--- src/rtl/lsu_pkg.sv ---
// rtl/lsu_pkg.sv - shared types and constants for the load/store unit
// Contents: FSM state enum, RV32I load/store funct3 codes, fault-cause enum,
// default WAIT timeout length.
package lsu_pkg;

    typedef enum logic [1:0] {
        IDLE = 2'b00,
        REQ  = 2'b01,
        WAIT = 2'b10,
        DONE = 2'b11
    } lsu_state_t;

    typedef enum logic [1:0] {
        FAULT_NONE       = 2'b00,
        FAULT_MISALIGNED = 2'b01,
        FAULT_ILLEGAL    = 2'b10,
        FAULT_TIMEOUT    = 2'b11
    } fault_cause_t;

    localparam logic [2:0] LB  = 3'b000;
    localparam logic [2:0] LH  = 3'b001;
    localparam logic [2:0] LW  = 3'b010;
    localparam logic [2:0] LBU = 3'b100;
    localparam logic [2:0] LHU = 3'b101;
    localparam logic [2:0] SB  = 3'b000;
    localparam logic [2:0] SH  = 3'b001;
    localparam logic [2:0] SW  = 3'b010;

    localparam int TIMEOUT_CYCLES_DEFAULT = 64;

endpackage

--- src/rtl/load_store_unit_if.sv ---
// rtl/load_store_unit_if.sv - core-side and memory-side signals of the load/store unit
// Modports: slave = the load/store unit, master = the surrounding core/memory.
// Core side: i_req, o_reqReady, i_isStore, i_funct3, i_address, i_storeData,
//            o_done, o_loadData, o_fault, o_faultCause.
// Memory side: o_memValid, i_memReady, o_memAddress, o_memWrite, o_memByteEnable,
//              o_memWriteData, i_memRespValid, i_memReadData.
interface load_store_unit_if;

    logic        i_req;
    logic        o_reqReady;
    logic        i_isStore;
    logic [2:0]  i_funct3;
    logic [31:0] i_address;
    logic [31:0] i_storeData;

    logic        o_memValid;
    logic        i_memReady;
    logic [31:0] o_memAddress;
    logic        o_memWrite;
    logic [3:0]  o_memByteEnable;
    logic [31:0] o_memWriteData;
    logic        i_memRespValid;
    logic [31:0] i_memReadData;

    logic        o_done;
    logic [31:0] o_loadData;
    logic        o_fault;
    logic [1:0]  o_faultCause;

    modport slave (
        input  i_req, i_isStore, i_funct3, i_address, i_storeData,
        input  i_memReady, i_memRespValid, i_memReadData,
        output o_reqReady, o_memValid, o_memAddress, o_memWrite,
        output o_memByteEnable, o_memWriteData,
        output o_done, o_loadData, o_fault, o_faultCause
    );

    modport master (
        output i_req, i_isStore, i_funct3, i_address, i_storeData,
        output i_memReady, i_memRespValid, i_memReadData,
        input  o_reqReady, o_memValid, o_memAddress, o_memWrite,
        input  o_memByteEnable, o_memWriteData,
        input  o_done, o_loadData, o_fault, o_faultCause
    );

endinterface

--- src/rtl/lsu_align.sv ---
// rtl/lsu_align.sv - combinational byte-lane logic for loads and stores
// Inputs:  is_store, funct3, offset (address[1:0]), store_data, read_data.
// Outputs: byte_enable, write_data (lane-replicated), load_data (shifted and
//          extended), misaligned, illegal (funct3 not valid for the access type).
module lsu_align
    import lsu_pkg::*;
(
    input  logic        is_store,
    input  logic [2:0]  funct3,
    input  logic [1:0]  offset,
    input  logic [31:0] store_data,
    input  logic [31:0] read_data,
    output logic [3:0]  byte_enable,
    output logic [31:0] write_data,
    output logic [31:0] load_data,
    output logic        misaligned,
    output logic        illegal
);

    logic [31:0] shifted;

    // funct3[1:0] is the access width: 00 byte, 01 half, 10 word, 11 unused.
    always_comb begin
        byte_enable = 4'b0000;
        write_data  = '0;
        misaligned  = 1'b0;
        case (funct3[1:0])
            2'b00: begin
                byte_enable = 4'b0001 << offset;
                write_data  = {4{store_data[7:0]}};
            end
            2'b01: begin
                byte_enable = 4'b0011 << offset;
                write_data  = {2{store_data[15:0]}};
                misaligned  = offset[0];
            end
            2'b10: begin
                byte_enable = 4'b1111;
                write_data  = store_data;
                misaligned  = |offset;
            end
            default: ;
        endcase
    end

    always_comb begin
        if (is_store) begin
            illegal = !(funct3 inside {SB, SH, SW});
        end else begin
            illegal = !(funct3 inside {LB, LH, LW, LBU, LHU});
        end
    end

    assign shifted = read_data >> {offset, 3'b000};

    always_comb begin
        load_data = '0;
        case (funct3)
            LB:      load_data = {{24{shifted[7]}}, shifted[7:0]};
            LH:      load_data = {{16{shifted[15]}}, shifted[15:0]};
            LW:      load_data = shifted;
            LBU:     load_data = {24'h0, shifted[7:0]};
            LHU:     load_data = {16'h0, shifted[15:0]};
            default: load_data = '0;
        endcase
    end

endmodule

--- src/rtl/load_store_unit.sv ---
// rtl/load_store_unit.sv - sequencing data-memory access stage (IDLE/REQ/WAIT/DONE)
// Ports: i_clk, i_arst (async, active-high), bus (load_store_unit_if.slave).
// Optional feature macro LSU_TIMEOUT_EN: adds a WAIT-state counter that ends a
// load with fault cause 11 after TIMEOUT_CYCLES cycles without a response.
module load_store_unit
    import lsu_pkg::*;
#(
    parameter int TIMEOUT_CYCLES = TIMEOUT_CYCLES_DEFAULT
)
(
    input  logic              i_clk,
    input  logic              i_arst,
    load_store_unit_if.slave  bus
);

    lsu_state_t   state, state_nxt;
    logic         alive_q;
    logic         is_store_q;
    logic [2:0]   funct3_q;
    logic [31:0]  addr_q;
    logic [31:0]  store_data_q;
    logic [31:0]  load_q;
    logic         fault_q;
    fault_cause_t cause_q;

    logic         in_idle, in_req, in_wait, in_done, accept;
    logic         sel_store;
    logic [2:0]   sel_funct3;
    logic [1:0]   sel_offset;
    logic [31:0]  sel_data;
    logic [3:0]   lane_be;
    logic [31:0]  lane_wdata, lane_ldata;
    logic         misaligned, illegal, timeout_hit;

    assign in_idle = (state == IDLE);
    assign in_req  = (state == REQ);
    assign in_wait = (state == WAIT);
    assign in_done = (state == DONE);

    // alive_q keeps o_reqReady low while reset is held and for the first edge after.
    assign accept = in_idle && alive_q && bus.i_req;

    // In IDLE the lane logic checks the incoming request for faults; afterwards it
    // works from the captured copy so memory-side outputs stay stable in REQ.
    assign sel_store  = in_idle ? bus.i_isStore      : is_store_q;
    assign sel_funct3 = in_idle ? bus.i_funct3       : funct3_q;
    assign sel_offset = in_idle ? bus.i_address[1:0] : addr_q[1:0];
    assign sel_data   = in_idle ? bus.i_storeData    : store_data_q;

    lsu_align u_align (
        .is_store    (sel_store),
        .funct3      (sel_funct3),
        .offset      (sel_offset),
        .store_data  (sel_data),
        .read_data   (bus.i_memReadData),
        .byte_enable (lane_be),
        .write_data  (lane_wdata),
        .load_data   (lane_ldata),
        .misaligned  (misaligned),
        .illegal     (illegal)
    );

`ifdef LSU_TIMEOUT_EN
    localparam int CW = $clog2(TIMEOUT_CYCLES);
    logic [CW-1:0] wait_cnt;

    // Held at zero outside WAIT, so every entry to WAIT starts a fresh count.
    always_ff @(posedge i_clk or posedge i_arst) begin
        if (i_arst) begin
            wait_cnt <= '0;
        end else if (in_wait) begin
            wait_cnt <= wait_cnt + 1'b1;
        end else begin
            wait_cnt <= '0;
        end
    end

    // A response in the final cycle still wins over the timeout.
    assign timeout_hit = in_wait && !bus.i_memRespValid &&
                         (wait_cnt == CW'(TIMEOUT_CYCLES - 1));
`else
    assign timeout_hit = 1'b0;
`endif

    always_ff @(posedge i_clk or posedge i_arst) begin
        if (i_arst) begin
            state   <= IDLE;
            alive_q <= 1'b0;
        end else begin
            state   <= state_nxt;
            alive_q <= 1'b1;
        end
    end

    always_comb begin
        state_nxt = state;
        case (state)
            IDLE: if (accept) state_nxt = (misaligned || illegal) ? DONE : REQ;
            REQ:  if (bus.i_memReady) state_nxt = is_store_q ? DONE : WAIT;
            WAIT: if (bus.i_memRespValid || timeout_hit) state_nxt = DONE;
            DONE: state_nxt = IDLE;
            default: state_nxt = IDLE;
        endcase
    end

    always_ff @(posedge i_clk or posedge i_arst) begin
        if (i_arst) begin
            is_store_q   <= 1'b0;
            funct3_q     <= '0;
            addr_q       <= '0;
            store_data_q <= '0;
            load_q       <= '0;
            fault_q      <= 1'b0;
            cause_q      <= FAULT_NONE;
        end else if (accept) begin
            is_store_q   <= bus.i_isStore;
            funct3_q     <= bus.i_funct3;
            addr_q       <= bus.i_address;
            store_data_q <= bus.i_storeData;
            load_q       <= '0;
            fault_q      <= misaligned || illegal;
            cause_q      <= misaligned ? FAULT_MISALIGNED :
                            illegal    ? FAULT_ILLEGAL    : FAULT_NONE;
        end else if (in_wait && bus.i_memRespValid) begin
            load_q <= lane_ldata;
        end else if (timeout_hit) begin
            fault_q <= 1'b1;
            cause_q <= FAULT_TIMEOUT;
        end
    end

    assign bus.o_reqReady      = in_idle && alive_q;
    assign bus.o_memValid      = in_req;
    assign bus.o_memAddress    = in_req ? {addr_q[31:2], 2'b00} : '0;
    assign bus.o_memWrite      = in_req && is_store_q;
    assign bus.o_memByteEnable = in_req ? lane_be : 4'b0000;
    assign bus.o_memWriteData  = in_req ? lane_wdata : '0;

    assign bus.o_done       = in_done;
    assign bus.o_fault      = in_done && fault_q;
    assign bus.o_faultCause = in_done ? cause_q : FAULT_NONE;
    assign bus.o_loadData   = (in_done && !is_store_q) ? load_q : '0;

endmodule
--- src/flat_wrapper.sv ---
// flat-port wrapper written by rule: the top's interface ports become plain ports
module load_store_unit_flat import lsu_pkg::*;
#(
    parameter int TIMEOUT_CYCLES = TIMEOUT_CYCLES_DEFAULT
)
  (i_clk, i_arst, bus_i_req, bus_i_isStore, bus_i_funct3, bus_i_address, bus_i_storeData, bus_i_memReady, bus_i_memRespValid, bus_i_memReadData, bus_o_reqReady, bus_o_memValid, bus_o_memAddress, bus_o_memWrite, bus_o_memByteEnable, bus_o_memWriteData, bus_o_done, bus_o_loadData, bus_o_fault, bus_o_faultCause);
  load_store_unit_if bus_i ();
  input  logic i_clk;
  input  logic i_arst;
  input wire logic [$bits(bus_i.i_req)-1:0] bus_i_req;
  input wire logic [$bits(bus_i.i_isStore)-1:0] bus_i_isStore;
  input wire logic [$bits(bus_i.i_funct3)-1:0] bus_i_funct3;
  input wire logic [$bits(bus_i.i_address)-1:0] bus_i_address;
  input wire logic [$bits(bus_i.i_storeData)-1:0] bus_i_storeData;
  input wire logic [$bits(bus_i.i_memReady)-1:0] bus_i_memReady;
  input wire logic [$bits(bus_i.i_memRespValid)-1:0] bus_i_memRespValid;
  input wire logic [$bits(bus_i.i_memReadData)-1:0] bus_i_memReadData;
  output wire logic [$bits(bus_i.o_reqReady)-1:0] bus_o_reqReady;
  output wire logic [$bits(bus_i.o_memValid)-1:0] bus_o_memValid;
  output wire logic [$bits(bus_i.o_memAddress)-1:0] bus_o_memAddress;
  output wire logic [$bits(bus_i.o_memWrite)-1:0] bus_o_memWrite;
  output wire logic [$bits(bus_i.o_memByteEnable)-1:0] bus_o_memByteEnable;
  output wire logic [$bits(bus_i.o_memWriteData)-1:0] bus_o_memWriteData;
  output wire logic [$bits(bus_i.o_done)-1:0] bus_o_done;
  output wire logic [$bits(bus_i.o_loadData)-1:0] bus_o_loadData;
  output wire logic [$bits(bus_i.o_fault)-1:0] bus_o_fault;
  output wire logic [$bits(bus_i.o_faultCause)-1:0] bus_o_faultCause;
  assign bus_i.i_req = bus_i_req;
  assign bus_i.i_isStore = bus_i_isStore;
  assign bus_i.i_funct3 = bus_i_funct3;
  assign bus_i.i_address = bus_i_address;
  assign bus_i.i_storeData = bus_i_storeData;
  assign bus_i.i_memReady = bus_i_memReady;
  assign bus_i.i_memRespValid = bus_i_memRespValid;
  assign bus_i.i_memReadData = bus_i_memReadData;
  assign bus_o_reqReady = bus_i.o_reqReady;
  assign bus_o_memValid = bus_i.o_memValid;
  assign bus_o_memAddress = bus_i.o_memAddress;
  assign bus_o_memWrite = bus_i.o_memWrite;
  assign bus_o_memByteEnable = bus_i.o_memByteEnable;
  assign bus_o_memWriteData = bus_i.o_memWriteData;
  assign bus_o_done = bus_i.o_done;
  assign bus_o_loadData = bus_i.o_loadData;
  assign bus_o_fault = bus_i.o_fault;
  assign bus_o_faultCause = bus_i.o_faultCause;
  load_store_unit #(.TIMEOUT_CYCLES(TIMEOUT_CYCLES)) u_core (.i_clk(i_clk), .i_arst(i_arst), .bus(bus_i));
endmodule
--- config.mk ---
export PLATFORM = sky130hd
export DESIGN_NAME = load_store_unit_flat
export DESIGN_NICKNAME = d
export VERILOG_FILES = /design/src/rtl/lsu_pkg.sv /design/src/rtl/load_store_unit_if.sv /design/src/rtl/lsu_align.sv /design/src/rtl/load_store_unit.sv /design/src/flat_wrapper.sv
export SDC_FILE = /design/constraint.sdc
export NUM_CORES = 1
export LEC_CHECK = 0
export BUFFER_PORTS_ARGS = -buffer_cell sky130_fd_sc_hd__buf_4
export CORE_MARGIN = 2
export CORE_UTILIZATION = 50
export DETAILED_ROUTE_END_ITERATION = 8
export PLACE_DENSITY = 0.84
export SLEW_MARGIN = 10
export SYNTH_ARGS = -nofsm -noshare
export SYNTH_HDL_FRONTEND = slang
export SYNTH_HIERARCHICAL = 1
export SYNTH_SLANG_ARGS = --single-unit
export TNS_END_PERCENT = 1
--- constraint.sdc ---
create_clock -name i_clk -period 8.1 [get_ports i_clk]
set_clock_uncertainty 0.15 [all_clocks]
set_input_delay 0.405 -clock i_clk [delete_from_list [all_inputs] [get_ports i_clk]]
set_output_delay 0.405 -clock i_clk [all_outputs]
set_load 0.05 [all_outputs]
==> metrics.txt <==
# TYPE chip_impl_metric gauge
chip_impl_info{name="status",value="finished clean"} 1
chip_impl_metric{name="antenna_violations_before_repair",unit=""} 1
chip_impl_info{name="mostFrequentLayoutCells",value="310 x sky130_fd_sc_hd__nand2_1, 214 x sky130_fd_sc_hd__buf_4, 112 x sky130_fd_sc_hd__and2_1, 106 x sky130_fd_sc_hd__dfrtp_1, 55 x sky130_fd_sc_hd__mux2_2"} 1
chip_impl_metric{name="numPlacedInstances",unit=""} 1154
chip_impl_metric{name="crit_path_max_fanout",unit=""} 42
chip_impl_metric{name="cts_htree_levels",unit=""} 3
chip_impl_metric{name="clock_sinks",unit=""} 106
chip_impl_metric{name="max-clock-path-buffers",unit=""} 2
chip_impl_metric{name="period_share",unit=""} 0.523
chip_impl_metric{name="placeableCoreArea",unit="mm²"} 0.0132
chip_impl_metric{name="power.net_switching",unit="µW"} 1810
chip_impl_metric{name="chipWidth",unit="µm"} 120
chip_impl_metric{name="worstMarginPinSlew",unit="ps"} 1120
chip_impl_metric{name="layout.cells.non_filler",unit=""} 1171
chip_impl_metric{name="nNetsFinal",unit=""} 1104
chip_impl_metric{name="fmax",unit="MHz"} 236
chip_impl_metric{name="via_per_inst",unit=""} 5.28
chip_impl_metric{name="post-route-drc-count",unit=""} 0
chip_impl_info{name="worst-setup-path-type",value="reg -> out"} 1
chip_impl_metric{name="floorplan.io_pins",unit=""} 212
chip_impl_info{name="clock_tree.root_cell",value="sky130_fd_sc_hd__clkbuf_16"} 1
chip_impl_metric{name="maxCapViolations",unit=""} 0
chip_impl_metric{name="synth-edff-count",unit=""} 0
chip_impl_metric{name="finalMaxSlewViolations",unit=""} 0
chip_impl_metric{name="p_seq_frac",unit=""} 0.239
chip_impl_metric{name="die_area",unit="mm²"} 0.0144
chip_impl_metric{name="leakage",unit="µW"} 0.00430
chip_impl_info{name="tritoncts",value="yes"} 1
chip_impl_metric{name="cts-resized-gates",unit=""} 0
chip_impl_metric{name="tns",unit="ps"} 0
chip_impl_metric{name="drive_above_1_share",unit=""} 0.301
chip_impl_metric{name="vias",unit=""} 6188
chip_impl_metric{name="final-setup-viol-count",unit=""} 0
chip_impl_metric{name="intPower",unit="µW"} 1840
chip_impl_metric{name="critical_path_arrival",unit="ps"} 3680
chip_impl_metric{name="first_global_vias",unit=""} 5851
chip_impl_metric{name="grt-ovfl-total",unit=""} 0
chip_impl_metric{name="power_frac_comb",unit=""} 0.638
chip_impl_metric{name="dp_hpwl",unit="µm"} 12800
chip_impl_metric{name="detail-route-antenna-nets",unit=""} 0
chip_impl_metric{name="post_synth_instance_area",unit="mm²"} 0.00674
chip_impl_info{name="worstHoldPathType",value="in -> reg"} 1
chip_impl_metric{name="drt_pre_antenna_iters",unit=""} 5
chip_impl_metric{name="min_period",unit="ps"} 4240
chip_impl_metric{name="gpl.final_weighted_congestion",unit=""} 0.870
chip_impl_metric{name="synth-seq-area-share",unit=""} 0.394
chip_impl_metric{name="vertical_extent_of_the_die",unit="µm"} 120
chip_impl_metric{name="clock_insertion_delay_worst_skew",unit="ps"} 350
chip_impl_metric{name="portBuffers",unit=""} 209
chip_impl_metric{name="maximum_number_of_pins_on_one_net_before_global_route_repair",unit=""} 103
chip_impl_metric{name="netSwitchingFraction",unit=""} 0.497
chip_impl_info{name="crit-reg2reg-launch",value="u_core/state[1]$_DFFE_PP0P_"} 1
chip_impl_metric{name="ys_types",unit=""} 44
chip_impl_metric{name="grt_first_pass_wirelength",unit="µm"} 29500
chip_impl_info{name="worst_setup_path_startpoint",value="u_core/state[1]$_DFFE_PP0P_"} 1
chip_impl_info{name="critical_path.endpoint_type",value="primary output"} 1
chip_impl_metric{name="timing_hold_violations_final",unit=""} 0
chip_impl_info{name="synth_ff_type",value="sky130_fd_sc_hd__dfrtp_1"} 1
chip_impl_metric{name="area_growth",unit="%"} 26.3
chip_impl_metric{name="path_clk_slew",unit="ps"} 70
chip_impl_metric{name="tritoncts.num_buffers",unit=""} 9
chip_impl_info{name="setup_repair_after_global_routing_missed_its_margin",value="false"} 1
chip_impl_info{name="final_common_cell",value="sky130_fd_sc_hd__nand2_1"} 1
chip_impl_metric{name="initial_utilization",unit=""} 0.511
chip_impl_metric{name="drt_first_iter_violations",unit=""} 677
chip_impl_metric{name="synth.avg_cell_area",unit="µm²"} 8.16
chip_impl_metric{name="critical_path_required",unit="ps"} 7550
chip_impl_metric{name="n_antenna_cell",unit=""} 0
chip_impl_metric{name="synth-async-reset-ratio",unit=""} 1.00
chip_impl_metric{name="power-per-cell-area",unit="mW/mm²"} 429
chip_impl_info{name="hold_start",value="bus_i_address[23]"} 1
chip_impl_metric{name="global_route.usage.total",unit=""} 0.257
chip_impl_metric{name="detail_route.wl_per_cell",unit="µm"} 15.7
chip_impl_metric{name="slew-limit-headroom",unit=""} 0.254
chip_impl_metric{name="rows",unit=""} 42
chip_impl_metric{name="netlist_instances",unit=""} 826
chip_impl_metric{name="ir_drop",unit="mV"} 0.176
chip_impl_info{name="startpoint_type",value="flip-flop"} 1
chip_impl_metric{name="yosys_warnings",unit=""} 6
chip_impl_metric{name="power.share.clock",unit=""} 0.122
chip_impl_metric{name="synth_seq_cells",unit=""} 106
chip_impl_metric{name="drt_wl_total",unit="µm"} 18300
sequential cells by signal, indices dropped and copies added, names as in the netlist, 2 cells and up:
signal and cells:
u_core/addr_q 32, u_core/load_q 32, u_core/store_data_q 32, u_core/funct3_q 3, u_core/cause_q 2, u_core/state 2
cell usage after synthesis, types with 2 or more instances:
master	instances	share of area
sky130_fd_sc_hd__nand2_1	310	0.17
sky130_fd_sc_hd__and2_1	112	0.10
sky130_fd_sc_hd__dfrtp_1	106	0.39
sky130_fd_sc_hd__mux2_2	55	0.092
sky130_fd_sc_hd__a21oi_1	50	0.037
sky130_fd_sc_hd__buf_2	21	0.016
sky130_fd_sc_hd__clkbuf_1	20	0.011
sky130_fd_sc_hd__nor2_1	17	0.0095
sky130_fd_sc_hd__o211ai_1	16	0.018
sky130_fd_sc_hd__a22oi_1	14	0.016
sky130_fd_sc_hd__buf_4	11	0.012
sky130_fd_sc_hd__o21ai_0	10	0.0074
sky130_fd_sc_hd__ha_1	9	0.017
sky130_fd_sc_hd__a22o_1	8	0.010
sky130_fd_sc_hd__mux2i_1	8	0.012
sky130_fd_sc_hd__a211oi_1	7	0.0078
sky130_fd_sc_hd__inv_1	6	0.0033
sky130_fd_sc_hd__nor2b_1	6	0.0056
sky130_fd_sc_hd__buf_6	5	0.0084
sky130_fd_sc_hd__buf_1	4	0.0022
sky130_fd_sc_hd__nor3_1	3	0.0022
sky130_fd_sc_hd__o31ai_1	3	0.0033
sky130_fd_sc_hd__buf_12	2	0.0059
sky130_fd_sc_hd__conb_1	2	0.0011
sky130_fd_sc_hd__nor3_2	2	0.0030
stage by stage:
step / setup slack, ps / total power, µW / instance area, µm² / hold slack (ps) / utilization
after CTS: 3890 / 3660 / 8510 / 73.1 / 0.646
after global routing: 3630 / 3900 / 8510 / 68.1 / 0.646
after detailed placement: 4280 / 3200 / 8200 / 304 / 0.622
final: 3860 / 3660 / 8510 / 84.0 / 0.646
after floorplan: 4760 / 2690 / 6740 / 281 / -
after global placement: 4350 / 3160 / 8200 / 296 / 0.622
final timing paths:
check | slack (ps) | endpoint | cells after the start
setup reg to reg | 4430 | u_core/load_q[13]$_DFFE_PP0P_ | 9
setup / recovery | 3860 | bus_o_memWriteData[23] | 11
min in group asynchronous | 510 | u_core/store_data_q[20]$_DFFE_PP0P_ | 3
max in group asynchronous | 6060 | u_core/load_q[25]$_DFFE_PP0P_ | 4
hold reg to reg | 320 | u_core/addr_q[3]$_DFFE_PP0P_ | 2
hold / removal | 80 | u_core/addr_q[23]$_DFFE_PP0P_ | 3
per-layer routing:
metal / part of all wire / global-route usage / up-vias
li1: - / - / 3007
met1: 0.41 / 0.340 / 2905
met2: 0.49 / 0.411 / 249
met3: 0.085 / 0.0713 / 25
met4: 0.020 / 0.0772 / 2
met5: 0.00087 / 0 / -
worst max-delay path: stages, from the launching register on:
cell and delay [ps]:
sky130_fd_sc_hd__dfrtp_1 420, sky130_fd_sc_hd__inv_1 120, sky130_fd_sc_hd__ha_2 170, sky130_fd_sc_hd__buf_4 450, sky130_fd_sc_hd__mux2_2 470, sky130_fd_sc_hd__inv_1 100
sky130_fd_sc_hd__ha_1 540, sky130_fd_sc_hd__nor2_1 100, sky130_fd_sc_hd__nor2_1 400, sky130_fd_sc_hd__a22o_1 220, sky130_fd_sc_hd__and2_1 120, sky130_fd_sc_hd__buf_4 190
final cells by class:
| cell class | count | area [µm²] |
|---|---|---|
| clock buffer | 9 | 225 |
| inverter | 6 | 25.0 |
| tap | 176 | 220 |
| multi-input combinational | 652 | 3700 |
| sequential | 106 | 2650 |
| clock inverter | 7 | 76.3 |
| fill | 1162 | 4680 |
| timing repair buffer | 215 | 1620 |
cell families after synthesis:
kind of cell | count (synthesis) | synth area share
mux | 63 | 0.104
flops | 106 | 0.394
simple gates | 461 | 0.314
fa+ha+maj | 9 | 0.0167
other cells | 2 | 0.00111
buf+inv | 69 | 0.0589
compound gates | 116 | 0.112
power by group through the flow:
stage	combinational [µW]	sequential (µW)	clock, µW
after global placement	2290	872	0
after global routing	2510	906	482
after CTS	2330	875	457
final	2330	875	446
after detailed placement	2310	881	0
after floorplan	1840	847	0
what timing repair did:
| item | CTS | global route |
|---|---|---|
| setup buffers | 0 | 0 |
| endpoints found under the hold margin | 44 | 0 |
| hold buffers | 1 | 0 |
No activity file was read; power rests on OpenSTA's default activity.
